## src/rtl/streammult_pkg.sv

```systemverilog
// Shared types for the stream multiplier traffic generator / checker.
package streammult_pkg;

  localparam int OPW   = 16;
  localparam int PRODW = 32;

  typedef enum logic [1:0] {
    IDLE,
    SEND,
    DRAIN,
    DONE
  } state_e;

  typedef struct packed {
    logic                    last;
    logic signed [PRODW-1:0] prod;
  } exp_t;

  // Low PRODW bits of the sign-extended product equal the full signed result.
  function automatic logic signed [PRODW-1:0] smul(
    input logic signed [OPW-1:0] a,
    input logic signed [OPW-1:0] b
  );
    logic [PRODW-1:0] ax;
    logic [PRODW-1:0] bx;
    ax = {{(PRODW-OPW){a[OPW-1]}}, a};
    bx = {{(PRODW-OPW){b[OPW-1]}}, b};
    return ax * bx;
  endfunction

endpackage

```

## src/rtl/streammult_exp_fifo.sv

```systemverilog
// Expected-result FIFO, first-word-fall-through, wrap-bit pointers.
module streammult_exp_fifo
  import streammult_pkg::*;
#(
  parameter int DEPTH = 4
) (
  input  logic clk,
  input  logic rst,
  input  logic push,
  input  logic pop,
  input  exp_t din,
  output exp_t dout,
  output logic full,
  output logic empty
);

  localparam int AW = $clog2(DEPTH);

  logic [AW:0] wr_q, wr_d;
  logic [AW:0] rd_q, rd_d;
  exp_t        mem_q [DEPTH];

  assign empty = (wr_q == rd_q);
  assign full  = (wr_q[AW] != rd_q[AW]) &&
                 (wr_q[AW-1:0] == rd_q[AW-1:0]);
  assign dout  = mem_q[rd_q[AW-1:0]];

  always_comb begin
    wr_d = wr_q;
    rd_d = rd_q;
    if (push && !full)
      wr_d = wr_q + {{AW{1'b0}}, 1'b1};
    if (pop && !empty)
      rd_d = rd_q + {{AW{1'b0}}, 1'b1};
  end

  always_ff @(posedge clk) begin
    if (rst) begin
      wr_q <= '0;
      rd_q <= '0;
    end else begin
      wr_q <= wr_d;
      rd_q <= rd_d;
    end
  end

  always_ff @(posedge clk) begin
    if (push && !full)
      mem_q[wr_q[AW-1:0]] <= din;
  end

endmodule

```

## src/rtl/streammult_tester.sv

```systemverilog
// AXI-Stream operand generator and product checker for the stream
// multiplier; drives its slave port and checks its master port.
module streammult_tester
  import streammult_pkg::*;
#(
  parameter int C_M00_AXIS_TDATA_WIDTH = 32,
  parameter int C_S00_AXIS_TDATA_WIDTH = 32,
  parameter int PKT_LEN                = 8,
  parameter int FIFO_DEPTH             = 4
) (
  input  logic                              axis_aclk,
  input  logic                              axis_areset,
  input  logic                              start,
  input  logic [15:0]                       num_pkts,
  input  logic [15:0]                       base_a,
  input  logic [15:0]                       base_b,
  output logic                              busy,
  output logic                              done,
  output logic                              pass,
  output logic [15:0]                       err_count,
  output logic                              m00_axis_tvalid,
  output logic [C_M00_AXIS_TDATA_WIDTH-1:0] m00_axis_tdata,
  output logic                              m00_axis_tlast,
  input  logic                              m00_axis_tready,
  input  logic                              s00_axis_tvalid,
  input  logic [C_S00_AXIS_TDATA_WIDTH-1:0] s00_axis_tdata,
  input  logic                              s00_axis_tlast,
  output logic                              s00_axis_tready
);

  state_e                state_q, state_d;
  logic signed [OPW-1:0] a_q, a_d;
  logic signed [OPW-1:0] b_q, b_d;
  logic                  last_q, last_d;
  logic [15:0]           beat_q, beat_d;
  logic [15:0]           pkt_q, pkt_d;
  logic [15:0]           npkts_q, npkts_d;
  logic [15:0]           err_q, err_d;
  logic                  busy_q, busy_d;
  logic                  done_q, done_d;
  logic                  pass_q, pass_d;

  logic fifo_full;
  logic fifo_empty;
  exp_t push_din;
  exp_t head;
  logic m_hs;
  logic s_hs;
  logic mismatch;

  // tvalid only rises with a free slot; full can only set via our own
  // push, so a raised tvalid cannot drop before its handshake.
  assign m00_axis_tvalid = (state_q == SEND) && !fifo_full;
  assign m00_axis_tdata  = {a_q, b_q};
  assign m00_axis_tlast  = last_q;
  assign s00_axis_tready = !fifo_empty;

  assign m_hs = m00_axis_tvalid && m00_axis_tready;
  assign s_hs = s00_axis_tvalid && s00_axis_tready;

  assign push_din.last = last_q;
  assign push_din.prod = smul(a_q, b_q);

  assign mismatch = (s00_axis_tdata != head.prod) ||
                    (s00_axis_tlast != head.last);

  assign busy      = busy_q;
  assign done      = done_q;
  assign pass      = pass_q;
  assign err_count = err_q;

  streammult_exp_fifo #(
    .DEPTH(FIFO_DEPTH)
  ) u_fifo (
    .clk  (axis_aclk),
    .rst  (axis_areset),
    .push (m_hs),
    .pop  (s_hs),
    .din  (push_din),
    .dout (head),
    .full (fifo_full),
    .empty(fifo_empty)
  );

  always_comb begin
    state_d = state_q;
    a_d     = a_q;
    b_d     = b_q;
    last_d  = last_q;
    beat_d  = beat_q;
    pkt_d   = pkt_q;
    npkts_d = npkts_q;
    err_d   = err_q;

    if (s_hs && mismatch && (err_q != 16'hFFFF))
      err_d = err_q + 16'd1;

    unique case (state_q)
      IDLE, DONE: begin
        if (start) begin
          err_d   = '0;
          beat_d  = '0;
          pkt_d   = '0;
          npkts_d = num_pkts;
          a_d     = base_a;
          b_d     = base_b;
          last_d  = (PKT_LEN == 1);
          state_d = (num_pkts == 16'd0) ? DONE : SEND;
        end
      end
      SEND: begin
        if (m_hs) begin
          a_d = a_q + 16'sd1;
          b_d = b_q - 16'sd1;
          if (last_q) begin
            beat_d = '0;
            pkt_d  = pkt_q + 16'd1;
            if (pkt_q == npkts_q - 16'd1)
              state_d = DRAIN;
          end else begin
            beat_d = beat_q + 16'd1;
          end
          last_d = (beat_d == 16'(PKT_LEN - 1));
        end
      end
      DRAIN: begin
        if (fifo_empty)
          state_d = DONE;
      end
      default: state_d = IDLE;
    endcase

    busy_d = (state_d == SEND) || (state_d == DRAIN);
    done_d = (state_d == DONE);
    pass_d = (state_d == DONE) && (err_d == 16'd0);
  end

  always_ff @(posedge axis_aclk) begin
    if (axis_areset) begin
      state_q <= IDLE;
      a_q     <= '0;
      b_q     <= '0;
      last_q  <= 1'b0;
      beat_q  <= '0;
      pkt_q   <= '0;
      npkts_q <= '0;
      err_q   <= '0;
      busy_q  <= 1'b0;
      done_q  <= 1'b0;
      pass_q  <= 1'b0;
    end else begin
      state_q <= state_d;
      a_q     <= a_d;
      b_q     <= b_d;
      last_q  <= last_d;
      beat_q  <= beat_d;
      pkt_q   <= pkt_d;
      npkts_q <= npkts_d;
      err_q   <= err_d;
      busy_q  <= busy_d;
      done_q  <= done_d;
      pass_q  <= pass_d;
    end
  end

endmodule

```

## config.mk

```make
export PLATFORM = sky130hd
export DESIGN_NAME = streammult_tester
export DESIGN_NICKNAME = d
export VERILOG_FILES = /design/src/rtl/streammult_pkg.sv /design/src/rtl/streammult_exp_fifo.sv /design/src/rtl/streammult_tester.sv
export SDC_FILE = /design/constraint.sdc
export NUM_CORES = 1
export LEC_CHECK = 0
export ABC_AREA = 0
export CAP_MARGIN = 30
export CORE_UTILIZATION = 50
export CTS_CLUSTER_SIZE = 12
export DETAILED_ROUTE_END_ITERATION = 8
export DONT_BUFFER_PORTS = 1
export GPL_TIMING_DRIVEN = 0
export PLACE_DENSITY = 0.78
export SYNTH_ARGS = -nofsm -noshare
export SYNTH_HDL_FRONTEND = slang
export SYNTH_SLANG_ARGS = --single-unit
```

## constraint.sdc

```tcl
create_clock -name axis_aclk -period 6.85 [get_ports axis_aclk]
set_input_delay 0.3425 -clock axis_aclk [delete_from_list [all_inputs] [get_ports axis_aclk]]
set_output_delay 0.3425 -clock axis_aclk [all_outputs]
set_load 0.005 [all_outputs]
```

* After elaboration in Yosys (flattened, before gate mapping)
Memories as Yosys holds them, arrays and structs flattened. A register that Yosys moved wholly into a read port is not among the register bits.
Index checks and enable logic that the tools add are counted.
** Operators by class
- $mul :: 1
- Shifts and indexed selects :: 0
- Div/mod/pow operators :: 0
- Bitwise logic cells :: 0
- Reduce and logical (&&, ||, !) cells :: 21
- Mux-type cells :: 32
- Equal/unequal tests :: 17
- $add $sub $neg :: 8
- Order comparisons :: 0
** Operators with widths (count)
- two-way mux 16 bit :: 14
- one-hot mux 16 bit (2 select lines) :: 4
- adder 16 x 1 -> 16 bit, second input constant :: 3
- zero test 16 bit :: 2
- multiplier 16 x 16 -> 32 bit :: 1
- inequality test 32 bit :: 1
- adder 16 x 2 -> 16 bit, second input constant :: 1
- == test 16 bit :: 1
- == test 16 x 3 -> 1 bit, second input constant :: 1
- two-way mux 2 bit :: 8
- inequality test 16 bit, second input constant :: 1
- subtractor 16 x 1 -> 16 bit, second input constant :: 1
- subtractor 16 x 2 -> 16 bit, second input constant :: 1
- logical AND 1 bit :: 9
- == test 2 bit, second input constant :: 4
- adder 3 x 1 -> 3 bit, second input constant :: 2
- one-hot mux 2 bit (3 select lines) :: 1
- == test 2 x 1 -> 1 bit, second input constant :: 2
- two-way mux 1 bit :: 4
- inequality test 2 bit, second input constant :: 2
- AND reduction 4 bit :: 1
- == test 3 bit :: 1
- AND reduction 3 bit :: 1
- == test 2 bit :: 1
- 9 further kinds :: 12
** Word-level totals
- Output and inout port bits :: 54
- Register bits after elaboration :: 108
- ROM bits :: 0
- Memories :: 1
- Input port bits :: 86
- Memory bits (writable) :: 132
- Bits in latches :: 0
** Memory list
- u_fifo.mem_q :: depth 4, width 33, rd ports 1, clocked after memory_dff 1, write ports 1, line streammult_exp_fifo.sv:21 : exp_t mem_q [DEPTH];

* Depth between registers and ports, before layout
- Depth in word-level cells :: 10
- Mapped depth :: 27

* Hierarchy
A second synthesis with hierarchy kept.
** Unflattened totals
- Cells, all modules :: 2140
- Area total of the unflattened synthesis :: 21356.7 µm²
** By module, submodules not included
- streammult_tester :: area each 16021.6 µm², cells an instance 1899, instances 1, seq. area each 2042.0 µm²
- streammult_exp_fifo :: area each 5335.1 µm², cells an instance 241, instances 1, seq. area each 4124.0 µm²

* Least setup slack after synthesis
OpenSTA, ideal clock, no wires.
- Path type :: register -> register
- Start :: reg a_q[15]
- End :: mem u_fifo.mem_q[0][30] (netlist bit), data pin
- Period minus slack after synthesis :: 6.460 ns
- Stages on the path, launching flop included :: 26
- Setup time :: 0.272 ns
- Path slack :: 0.390 ns
- Arrival time :: 6.188 ns
- Cells stage by stage :: dfxtp_1 clkbuf_1 clkbuf_1 nand2_1 inv_1 fa_1 inv_1 fa_1 fa_1 inv_1 fa_1 fa_1 inv_1 fa_1 inv_1 ha_1 a21o_1 a21o_1 a21o_1 a21o_1 a21oi_1 o21ai_0 or4_1 a31o_2 a21oi_1 xnor2_1
** RTL lines
- from (decl) :: line streammult_tester.sv:32 : logic signed [OPW-1:0] a_q, a_d;
- from (signal assigned) :: line streammult_tester.sv:141 : a_q <= '0;
- from (signal assigned) :: line streammult_tester.sv:153 : a_q <= a_d;
- to (decl) :: line streammult_exp_fifo.sv:21

==> summary.md <==
| Metric | Value |
|---|---|
| P&R area growth vs syn | `10.7%` |
| Register area share after synthesis | `0.291` |
| Total wirelength of the detailed-routed design | `55,200 um` |
| # rows | `75` |
| Vias per Instance | `5.76` |
| Pwr/cell area | `376 nW/um2` |
| Synth Area in XOR/XNOR | `0.0545` |
| Minimum setup slack in the final design | `143 ps` |
| Number of ports placed on the die boundary | `140` |
| Number of standard cells in the final layout excluding fillers | `2,746` |
| Clock Tree Root | `clkbuf_16` |
| Maximum fanout along the worst path | `10` |
| Antenna diode instance count | `0` |
| Final nets | `2,633` |
| Number of antenna violations at the first check in global routing | `0` |
| Chip width | `208 um` |
| Fraction of final layout cells sized beyond drive strength 1 | `0.0897` |
| Die ar. | `43,200 um2` |
| Cell with the largest stage delay on the worst path | `fa_1` |
| Worst Setup End Kind | `register` |
| Crit start category | `register` |
| Clock tree from TritonCTS | `yes` |
| Synthesized netlist net count | `2,578` |
| Number of flops mapped to enable cells by yosys | `132` |
| Most frequent CP cell | `fa_1` |
| Achievable Freq | `149 MHz` |
| Worst reg-to-reg setup slack | `140 ps` |
| Number of warnings printed during yosys synthesis | `0` |
| Commonest cells after routing, fill and taps aside | `310 x inv_1, 261 x fa_1, 239 x nand2_1` |
| Period minus WS final | `6710 ps` |
| Worst Max-Slew Pin Slew | `916 ps` |
| Final setup fails | `0` |
| Tcrit/Tclk final | `0.979` |
| Max_cap viols | `0` |
| Fraction of the mapped netlist area in compound gates | `0.0741` |
| Synthesized netlist cell count | `2,134` |
| Proportion of synthesized area in mux cells | `0.0434` |
| IR Drop Worst-Case VDD | `0.264 mV` |
| Total gr overflow | `0` |
| DRC violation count after routing | `0` |
| Area inside the core boundary | `41,900 um2` |
| Run status | `complete, no violations` |
| Max clock buf depth | `3` |
| Number of buffers inserted by port buffering | `0` |
| Final hold violation count | `0` |
| Peak per-stage delay on the critical path | `590 ps` |
| Worst Path Required | `7130 ps` |
| Average wire length per cell after detail routing | `20.1 um` |
| Yosys cell types | `70` |
| Final Max Slew Viols | `0` |
| Main combinational cell family by area after synthesis | `adder cells` |
| Largest net degree at the start of global routing | `34` |
| Count of antenna-violating nets left after detailed routing | `0` |
| Clock-pin slew reported for the worst setup and hold paths after clock tree synthesis | `60 ps` |
| Most common flop cell mapped by yosys | `edfxtp_1` |
| Number of instances in the placed design | `2,676` |
| Placed wire-length estimate | `42,600 um` |
| Synth Cell Area | `21,200 um2` |
| Reported leakage power | `10.0 nW` |
| Global placement routability congestion | `0.917` |
| Critical path arrival | `6990 ps` |
| Via count of the first global-routing pass | `16,100` |
| Vias after detailed routing | `15,800` |
| Total of flip-flops plus latches after synthesis | `242` |
| Clk_lat worst skew | `570 ps` |
| Die H | `208 um` |
| Adder-Cell Fraction of Synth Area | `0.304` |
| Worst min-delay path class | `in -> reg` |
| Critical path, cell by cell | `clkbuf_8 > clkbuf_8 > nand2_1 > fa_1 > fa_1 > fa_1 > fa_1 > inv_1 > fa_1 > fa_1 > ha_2 > and3_1 > a21oi_1 > o211ai_1 > nand4_1 > a211oi_2 > or4_1 > a31o_2 > a21oi_2 > xnor2_2` |
| Starting density of the core | `0.507` |
| Leading cell type in the layout, fill and taps excluded | `inv_1` |
| Number of H-tree levels | `1` |
| Simple-gate share of the synthesized area | `0.156` |
| Setup WS pre-CTS | `-1340 ps` |
| DRT Pass-1 Iters | `7` |
| Setup clock skew after layout | `23.6 ps` |
| Wire length of the first global-routing pass | `86,500 um` |
| Number of buffers created by CTS | `28` |
| Type of the worst setup path | `reg -> reg` |
| Average cell area after synthesis | `9.94 um2` |
| Detailed Route Iter0 Violations | `1,314` |
| Max transition margin | `0.389` |
| Overall global routing resource usage | `0.257` |
| Clock sink total | `242` |
| Synth async-reset ratio | `0` |
[flip-flops by register name, indices dropped and copies added, names as in the netlist, named ones only]
signal	count
state_q	2
err_count	16
m00_axis_tlast	1
busy	1
u_fifo.wr_q	3
done	1
b_q	16
pkt_q	16
beat_q	16
u_fifo.rd_q	3
a_q	16
u_fifo.mem_q	132
pass	1
npkts_q	16
[critical path, delay by kind of cell, from the launching register on]
| family | cells | cell delay (ps) |
|---|---|---|
| fa+ha+maj | 7 | 3470 |
| simple gates | 4 | 1030 |
| compound gates | 5 | 920 |
| buf+inv | 3 | 440 |
| flops | 1 | 400 |
| xor+xnor | 1 | 170 |
[power by group]
part	internal [mW]	leakage, nW	switching [mW]
clock	0.815	0.424	0.602
combinational	1.93	7.47	3.22
sequential	2.10	2.11	0.162
[cell families (layout without fill, tap and decap cells)]
group           after synthesis  in the layout
compound gates              254            254
xor+xnor                    132            132
fa+ha+maj                   358            358
buf+inv                     424            497
flops                       242            242
mux                          47             47
simple gates                677            677
[cells in the mapped netlist, types with 8 or more instances]
cell / number / area share
inv_1: 310 / 0.055
fa_1: 262 / 0.25
nand2_1: 240 / 0.042
edfxtp_1: 132 / 0.19
and2_1: 127 / 0.037
nor2_1: 124 / 0.022
dfxtp_1: 110 / 0.10
clkbuf_1: 99 / 0.018
a21oi_1: 96 / 0.023
ha_1: 96 / 0.057
xnor2_1: 92 / 0.038
o21ai_0: 45 / 0.011
xor2_1: 40 / 0.017
nand3_1: 35 / 0.0083
and3_1: 33 / 0.0097
mux4_2: 25 / 0.027
nand4_1: 22 / 0.0065
a211oi_1: 21 / 0.0074
nor3_1: 20 / 0.0047
or3_1: 16 / 0.0047
a21o_1: 15 / 0.0053
nor4_1: 15 / 0.0044
o22ai_1: 13 / 0.0038
nand2b_1: 12 / 0.0035
a31oi_1: 10 / 0.0030
mux2i_1: 9 / 0.0042
mux4_1: 8 / 0.0099
nor2b_1: 8 / 0.0024
[stage by stage]
stage	utilization	hold slack [ps]	instance area, um2	total power, mW	setup TNS [ps]
4_1_cts	0.558	7.44	23300	8.67	0
2_1_floorplan	-	449	21200	5.61	0
3_3_place_gp	0.523	461	21900	6.87	-19210
6_report	0.561	20.1	23500	8.83	0
5_1_grt	0.561	28.3	23500	9.46	-70.7
3_5_place_dp	0.524	474	21900	7.07	-26930
[layout make-up]
type                            count  area (um2)
Inverter                          311        1170
Clock buffer                       34         753
Clock inverter                     14         115
Fill cell                        3546       18400
Tap cell                          539         674
Buffer                            111         756
Sequential cell                   242        6180
Timing Repair Buffer               27         285
Multi-Input combinational cell   1468       13500
[what timing repair did]
item                                    CTS  global route
buffers inserted                          3             3
endpoints found under the hold margin    18             0
gates resized for setup                 130            58
pin swaps                                 7            10
hold buffers                             18             0
endpoints found under the setup margin   48            36
[worst paths after layout]
path,startpoint,end,cells after the start
hold reg to reg,beat_q[15],beat_q[15],2
setup reg to reg,b_q[1],u_fifo.mem_q[3][30],20
hold / removal,base_b[12],b_q[12],2
setup / recovery,b_q[1],u_fifo.mem_q[3][30],20
[per-layer routing]
metal,global-route usage,vias to the layer above,share of wire
li1,-,7062,-
met1,0.337,7927,0.40
met2,0.415,698,0.47
met3,0.0620,126,0.097
met4,0.0955,0,0.035
met5,0,-,0
Note: power is estimated with default switching activity, not from simulation.
